$ cat src/rtl/reset_seq_pkg.sv
// Shared types and constants for the reset release sequencer.
//   seq_state_e      : sequencer FSM states
//   MIN_SYNC_STAGES  : smallest legal release synchronizer depth
package reset_seq_pkg;

  localparam int unsigned MIN_SYNC_STAGES = 2;

  typedef enum logic [1:0] {
    ST_HOLD  = 2'd0,
    ST_COUNT = 2'd1,
    ST_DONE  = 2'd2
  } seq_state_e;

endpackage

$ cat src/rtl/reset_sync.sv
// Reset release synchronizer: asynchronous clear, synchronous release.
// A constant 1 shifts through STAGES flops after rst falls.
//   clk   : destination clock
//   rst   : raw asynchronous active-high reset
//   ready : high STAGES-1 edges after the first edge following rst release
module reset_sync #(
  parameter int unsigned STAGES = 3
) (
  input  logic clk,
  input  logic rst,
  output logic ready
);

  logic [STAGES-1:0] chain;

  // Shift register; clearing is asynchronous, the 1 only enters on clk.
  always_ff @(posedge clk or posedge rst) begin
    if (rst) begin
      chain <= '0;
    end else begin
      chain <= {chain[STAGES-2:0], 1'b1};
    end
  end

  assign ready = chain[STAGES-1];

endmodule

$ cat src/rtl/reset_release_sequencer.sv
// Reset release sequencer: asserts a bank of reset outputs immediately on the
// raw reset and releases them one at a time, in index order, D+1 clock edges
// apart. A software request from DONE reruns the release sequence.
//   clk        : clock
//   rst        : raw asynchronous active-high reset
//   sw_rst_req : single-cycle software reset request (honoured only in DONE)
//   delay_i    : spacing D, sampled at every counter load
//   rst_o      : registered active-high reset outputs
//   busy       : high while any rst_o bit is asserted
//   done       : high once every rst_o bit is released
module reset_release_sequencer
  import reset_seq_pkg::*;
#(
  parameter int unsigned SYNC_STAGES = 3,
  parameter int unsigned NUM_OUT     = 4,
  parameter int unsigned DELAY_W     = 8
) (
  input  logic               clk,
  input  logic               rst,
  input  logic               sw_rst_req,
  input  logic [DELAY_W-1:0] delay_i,
  output logic [NUM_OUT-1:0] rst_o,
  output logic               busy,
  output logic               done
);

  localparam int unsigned IDX_W = (NUM_OUT > 1) ? $clog2(NUM_OUT) : 1;
  localparam logic [IDX_W-1:0] LAST_IDX = IDX_W'(NUM_OUT - 1);
  localparam logic [NUM_OUT-1:0] BIT0 = NUM_OUT'(1);

  // Elaboration-time parameter sanity checks.
  generate
    if (SYNC_STAGES < MIN_SYNC_STAGES) begin : g_bad_sync
      $error("reset_release_sequencer: SYNC_STAGES must be at least %0d", MIN_SYNC_STAGES);
    end
    if (NUM_OUT < 1) begin : g_bad_num
      $error("reset_release_sequencer: NUM_OUT must be at least 1");
    end
  endgenerate

  logic               ready;
  seq_state_e         state;
  logic [IDX_W-1:0]   idx;
  logic [DELAY_W-1:0] cnt;

  reset_sync #(
    .STAGES (SYNC_STAGES)
  ) u_sync (
    .clk   (clk),
    .rst   (rst),
    .ready (ready)
  );

  // Sequencer FSM with its index, spacing counter and output bank.
  // Outputs only ever clear on a clock edge; assertion comes from rst directly
  // or from an accepted software request.
  always_ff @(posedge clk or posedge rst) begin
    if (rst) begin
      state <= ST_HOLD;
      idx   <= '0;
      cnt   <= '0;
      rst_o <= '1;
      busy  <= 1'b1;
      done  <= 1'b0;
    end else begin
      unique case (state)
        ST_HOLD: begin
          if (ready) begin
            cnt   <= delay_i;
            idx   <= '0;
            state <= ST_COUNT;
          end
        end
        ST_COUNT: begin
          if (cnt != '0) begin
            cnt <= cnt - DELAY_W'(1);
          end else begin
            rst_o <= rst_o & ~(BIT0 << idx);
            if (idx == LAST_IDX) begin
              state <= ST_DONE;
              done  <= 1'b1;
              busy  <= 1'b0;
            end else begin
              idx <= idx + IDX_W'(1);
              cnt <= delay_i;
            end
          end
        end
        ST_DONE: begin
          // Software re-reset bypasses the synchronizer: rst is not involved.
          if (sw_rst_req) begin
            rst_o <= '1;
            done  <= 1'b0;
            busy  <= 1'b1;
            idx   <= '0;
            cnt   <= delay_i;
            state <= ST_COUNT;
          end
        end
        default: begin
          state <= ST_HOLD;
        end
      endcase
    end
  end

endmodule
$ cat config.mk
export PLATFORM = sky130hd
export DESIGN_NAME = reset_release_sequencer
export DESIGN_NICKNAME = d
export VERILOG_FILES = /design/src/rtl/reset_seq_pkg.sv /design/src/rtl/reset_sync.sv /design/src/rtl/reset_release_sequencer.sv
export SDC_FILE = /design/constraint.sdc
export NUM_CORES = 1
export LEC_CHECK = 0
export ABC_AREA = 0
export CAP_MARGIN = 20
export CELL_PAD_IN_SITES_DETAIL_PLACEMENT = 1
export CELL_PAD_IN_SITES_GLOBAL_PLACEMENT = 2
export CORE_UTILIZATION = 36
export DETAILED_ROUTE_END_ITERATION = 10
export PLACE_DENSITY_LB_ADDON = 0.1
export SLEW_MARGIN = 25
export SYNTH_ARGS = -nofsm -noshare
export SYNTH_HDL_FRONTEND = slang
export SYNTH_SLANG_ARGS = --single-unit
$ cat constraint.sdc
create_clock -name clk -period 3.5 [get_ports clk]
set_input_delay 0.7 -clock clk [delete_from_list [all_inputs] [get_ports clk]]
set_output_delay 0.7 -clock clk [all_outputs]
set_load 0.01 [all_outputs]
==> results of run 1 <==
## flip-flops by register name, summed over array words and instances, names as in the netlist
register	cells
u_sync.chain	3
cnt	8
busy	1
done	1
state	2
rst_o	4
idx	2
## final timing paths
check | to | slack (ns)
setup / recovery | idx[1] | 1.37
hold / removal | u_sync.chain[1] | 0.37
setup reg to reg | idx[1] | 1.37
hold reg to reg | u_sync.chain[1] | 0.37
max in group asynchronous | done | 2.16
min in group asynchronous | cnt[2] | 0.83
## worst max-delay path, cell delays in order, from the launching register on
cell and delay, ns:
dfrtp_1 0.46, inv_1 0.11, ha_1 0.17, or4b_4 0.48, o21ai_2 0.48, and3_1 0.25, o22ai_1 0.07
## cell families (layout without fill, tap and decap cells)
| group | Yosys count | in the layout | share of synthesized area |
|---|---|---|---|
| flops | 21 | 21 | 0.4315 |
| mux | 2 | 2 | 0.01624 |
| simple gates | 42 | 42 | 0.2061 |
| buf+inv | 14 | 31 | 0.05076 |
| other cells | 1 | 1 | 0.003043 |
| compound gates | 41 | 41 | 0.2315 |
| fa+ha+maj | 6 | 6 | 0.06091 |
## power by group through the flow
stage / Sequential [mW] / Combinational (mW) / Clock (mW)
6_report: 0.434 / 0.388 / 0.123
5_1_grt: 0.449 / 0.442 / 0.135
4_1_cts: 0.435 / 0.393 / 0.129
3_5_place_dp: 0.439 / 0.389 / 0
3_3_place_gp: 0.433 / 0.385 / 0
2_1_floorplan: 0.426 / 0.266 / 0
## cell type report
cell class / count / area [um^2] / share of cell area
well taps: 44 / 55.05 / 0.03767
clock inverters: 1 / 5.005 / 0.003425
inverters: 9 / 33.78 / 0.02312
clock buffers: 3 / 22.52 / 0.01541
repair buffers: 18 / 175.2 / 0.1199
flip-flops and latches: 21 / 531.8 / 0.3639
multi-input cells: 92 / 638.1 / 0.4366
## synth_stat cells (2+ instances only)
master / n / area (um^2)
a21oi_1: 6 / 30.03
a22oi_2: 3 / 37.54
a31oi_1: 2 / 12.51
and3_1: 2 / 12.51
buf_2: 2 / 10.01
clkbuf_1: 2 / 7.510
dfrtp_1: 16 / 400.4
dfstp_2: 5 / 131.4
ha_1: 6 / 75.07
inv_1: 8 / 30.03
mux2i_1: 2 / 20.02
nand2_1: 17 / 63.81
nand2b_1: 2 / 12.51
nor2_1: 4 / 15.01
nor2b_1: 3 / 18.77
nor3_1: 2 / 10.01
o211ai_2: 3 / 37.54
o21ai_0: 6 / 30.03
o21ai_1: 11 / 55.05
o2bb2ai_1: 3 / 26.28
## routing by layer
metal / vias to the layer above / global-route usage
met5: - / 0
met4: 0 / 0.03896
met3: 2 / 0.02559
met2: 10 / 0.2998
met1: 494 / 0.2863
li1: 491 / -
## layout by cell type, fill, tap and decap left out, types with 2 or more instances in the layout
| cell type | count |
|---|---|
| o2bb2ai_1 | 3 |
| o21ai_1 | 11 |
| dfstp_2 | 5 |
| nor2b_1 | 3 |
| nand2_1 | 17 |
| a21oi_1 | 6 |
| nand2b_1 | 2 |
| clkbuf_4 | 3 |
| and3_1 | 2 |
| inv_1 | 8 |
| clkdlybuf4s50_1 | 16 |
| buf_4 | 2 |
| ha_1 | 6 |
| dfrtp_1 | 16 |
| nor3_1 | 2 |
| nor2_1 | 4 |
| o21ai_0 | 6 |
| mux2i_1 | 2 |
| a31oi_1 | 2 |
| a22oi_2 | 3 |
| o211ai_2 | 3 |
==> run metrics, run 1 <==
crit start category=register; WP data required=3.70 ns; vias in the first global route=about 1.1k; Yosys reg bits=21; # IOs=17; routed vias=997; final hold violations=0; Initial Util=0.3909; post-route setup slack=1.371 ns; CTS Buf Count=3; met3 wire length=around 54 um; Net Sw Power=between 0.3 and 0.4 mW; Placement Cell Area=roughly 1400 um^2; DR DRC count=0; die area=3661 um^2; Critical Path Sink Type=register; met1 WL=1515 um; final critical-path required period=approximately 2.1 ns; hold_buf cts=0; drt first pass iters=4; cells after synthesis=127; met2 WL=1320 um; CTS root buf=clkbuf_4; post-layout utilization of the core=0.4635; clock skew=0.006437 ns; register area share after synthesis=0.4315; clock tree buffer depth=2; CP Max Fanout=12; synth warn=0; Internal Dissipation=approximately 0.57 mW; pwr/cell area=646.7 nW/um^2; RSZ-0062 raised after global routing=no; Slew @ Worst Pin=0.8217 ns; maximum vdd drop=0.2548 mV; Max-Slew Margin vs Limit=0.4516; Finished Layout Cells=188; Die X=60.51 um; Area Overhead vs Synth=18.58%; outcome=finished clean; R2R depth=6; Post-DP HPWL=2187 um; Syn Nets=~140; drt via density=5.303; net switching fraction of the power=0.3973; Post-synth ARST share=1.000; antenna fix cells=0; post-CTS setup buffers=0; htree depth=1; proportion of layout cells with a drive suffix above 1=0.1597; synthesized area=1232 um^2; TritonCTS clock tree=done; Total Wirelength=about 2900 um; hold_ws=0.3729 ns; # setup viols final=0; FP Rows=20; design area=1461 um^2; EDFF count, synth=0; Post-Place Cells=184; fin crit share=0.6083; Top Metal Used=met4; worst hold path class=register to register; Reg clk slew, reported paths=0.12 ns; Final ANT Viol Nets=0; initial antenna violation count=0; Wirelength per Cell=15.45 um; total power=about 0.95 mW; max-cap viol count=0; post-CTS sizing=0; Fillers=~380; worst r2r src=cnt[0]; Max Clock Freq=between 0.4 and 0.5 GHz; clock power share=0.130; largest net degree at the start of global routing=22; combinational power share=0.411; crit path DAT=2.33 ns; total global routing overflow=0; Final #Nets=162; Die Span Y=60.51 um; clk sinks=21; hold depth=0; Starting DRT DRC Count=43; Flop pwr share=0.459; Clock Latency Late Sink=0.31 ns; RePlAce Congestion=0.7702; Synth cell types=between 40 and 50; Port Buffers=16; Worst setup startpoint=cnt[0]; final setup TNS=0 ns; Setup CP Type=register to register; dominant synthesized flop cell=dfrtp_1; Setup Slack @ Placement=1.326 ns; All-Layer GR Usage=0.1921; hold_sp=u_sync.chain[0]; Avg Inst Size Synth=a little under 10 um^2; Leak Pwr=around 0.61 nW; Slew Viols, Final=0; global-route wire length before repair=5202 um; Core Region=3153 um^2
No activity file was read; power rests on OpenSTA's default activity.
==> run 2, diff against run 1 <==
--- a/config.mk
+++ b/config.mk
@@ -9,7 +9,7 @@
 export CAP_MARGIN = 20
 export CELL_PAD_IN_SITES_DETAIL_PLACEMENT = 1
 export CELL_PAD_IN_SITES_GLOBAL_PLACEMENT = 2
-export CORE_UTILIZATION = 36
+export CORE_UTILIZATION = 30
 export DETAILED_ROUTE_END_ITERATION = 10
 export PLACE_DENSITY_LB_ADDON = 0.1
 export SLEW_MARGIN = 25
==> constraint.sdc (replaced) <==
create_clock -name clk -period 1.77 [get_ports clk]
set_input_delay 0.354 -clock clk [delete_from_list [all_inputs] [get_ports clk]]
set_output_delay 0.354 -clock clk [all_outputs]
set_load 0.01 [all_outputs]
==> run 2 against run 1 <==
Net effect: the flow now finishes with violations (negative setup slack); register-to-register slack worse by 1.4 ns; fmax is 20% higher; power is 140% higher; via count is 9.9% higher; wire length is 19% higher; global-route usage is 1.2 points lower; largest power group is now combinational logic.
==> run metrics, run 2 (synthesized netlist as in run 1, its figures left out) <==
outcome=finished, violations left; failing checks=negative setup slack; htree depth=1; Initial Util=0.3244; leading cell type in the layout, fill and taps excluded=buf_4; Die X=approximately 66 um; Final ANT Viol Nets=0; clock tree buffer depth=2; hold_ws=~0.36 ns; Clock Latency Late Sink=0.27 ns; total power=2.249 mW; Largest register FFs=8; Max Clock Freq=0.5628 GHz; final critical-path required period=1.777 ns; Fillers=447; Slew Viols, Final=0; routed vias=roughly 1.1k; RSZ-0062 raised after global routing=yes; Area Overhead vs Synth=39.19%; Die Span Y=66.10 um; max-cap viol count=0; crit path DAT=about 2.0 ns; most frequent cells in the layout=buf_4 (23), nand2_1 (16), dfrtp_1 (16), clkdlybuf4s50_1 (16), o21ai_1 (11); DR DRC count=0; proportion of layout cells with a drive suffix above 1=0.3234; global-route wire length before repair=5871 um; initial antenna violation count=0; fin crit share=1.004; drt first pass iters=4; # IOs=17; # setup viols final=2; hold_buf cts=0; Final #Nets=185; total global routing overflow=0; Total Wirelength=approximately 3500 um; Multi-input gate area=685.7 um^2; antenna fix cells=0; largest net degree at the start of global routing=22; register area=531.8 um^2; drt via density=5.098; biggest regs=cnt (8), rst_o (4), u_sync.chain (3); pwr/cell area=1311 nW/um^2; All-Layer GR Usage=0.1802; Critical Path Sink Type=register; CTS root buf=clkbuf_8; clk sinks=21; Leak Pwr=0.7332 nW; clock skew=0.001785 ns; final hold violations=0; Setup Slack @ Placement=-0.1227 ns; Setup CP Type=register to register; CTS Buf Count=3; crit start category=register; post-route setup slack=-0.006733 ns; Core Region=3799 um^2; Max-Slew Margin vs Limit=0.6656; die area=4369 um^2; Reg clk slew, reported paths=roughly 0.080 ns; WP data required=1.97 ns; Slew @ Worst Pin=0.4970 ns; CP Max Fanout=7; Port Buffers=16; post-layout utilization of the core=0.4516; worst hold path class=register to register; RePlAce Congestion=0.8750; vias in the first global route=approximately 1.2k; largest reg by FF count=cnt; FP Rows=22; Starting DRT DRC Count=61; TritonCTS clock tree=done; Post-DP HPWL=~2600 um; maximum vdd drop=roughly 0.62 mV; Wirelength per Cell=16.14 um
==> run 2: changes by cell type in the layout (fill, tap and decap cells not counted), sizes merged <==
cell,previous run,this run
buf,2,25
==> run 2: routing by layer <==
layer	wire length [um]	share of wire	track usage
met5	0	0	0
met1	1732	0.50	0.2476
met3	99	0.029	0.04138
met4	14	0.0040	0.03191
met2	1623	0.47	0.2895
==> run 2: metrics by stage <==
stage	area, um^2	TNS, ns	cells
2_1_floorplan	1232	0	127
3_3_place_gp	1597	-1.061	209
3_5_place_dp	1597	-0.9965	209
4_1_cts	1655	-0.002044	213
5_1_grt	1715	-0.5156	215
6_report	1715	-0.009708	215
==> run 2: path summary, 6_finish.rpt <==
check	cells past startpoint	startpoint	slack (ns)	to
worst max-delay path	7	cnt[1]	-0.007	cnt[4]
worst min register to register	0	u_sync.chain[0]	0.36	u_sync.chain[1]
max in group asynchronous	3	rst	1.07	rst_o[2]
worst max register to register	7	cnt[1]	-0.007	cnt[4]
worst min-delay path	0	u_sync.chain[0]	0.36	u_sync.chain[1]
min in group asynchronous	3	rst	0.42	u_sync.chain[2]
==> run 2: repair_timing <==
action                                  CTS  global route
endpoints found under the setup margin   11            11
hold endpoints to repair                  0             0
setup buffers                             0             2
pin swaps                                 0             8
resized for setup                         3            11
==> run 2: layout make-up <==
cell class / count / share of cell area
well taps: 48 / 0.03501
multi-input cells: 92 / 0.3997
inverters: 9 / 0.02115
clock inverters: 1 / 0.002918
repair buffers: 41 / 0.2071
flip-flops and latches: 21 / 0.3100
clock buffers: 3 / 0.02407
==> run 2: where the power goes <==
group          switching [mW]  total, mW  leakage, nW  internal [mW]
combinational           0.518       1.08        0.473          0.559
clock                   0.174      0.332       0.0255          0.158
sequential              0.175      0.840        0.234          0.666
==> run 2: critical path: stages, from the launching register on <==
cell and delay (ns):
dfrtp_1 0.40, inv_2 0.09, ha_4 0.14, or4b_4 0.49, o21ai_4 0.19, buf_6 0.16
o211ai_2 0.09, a22oi_2 0.15
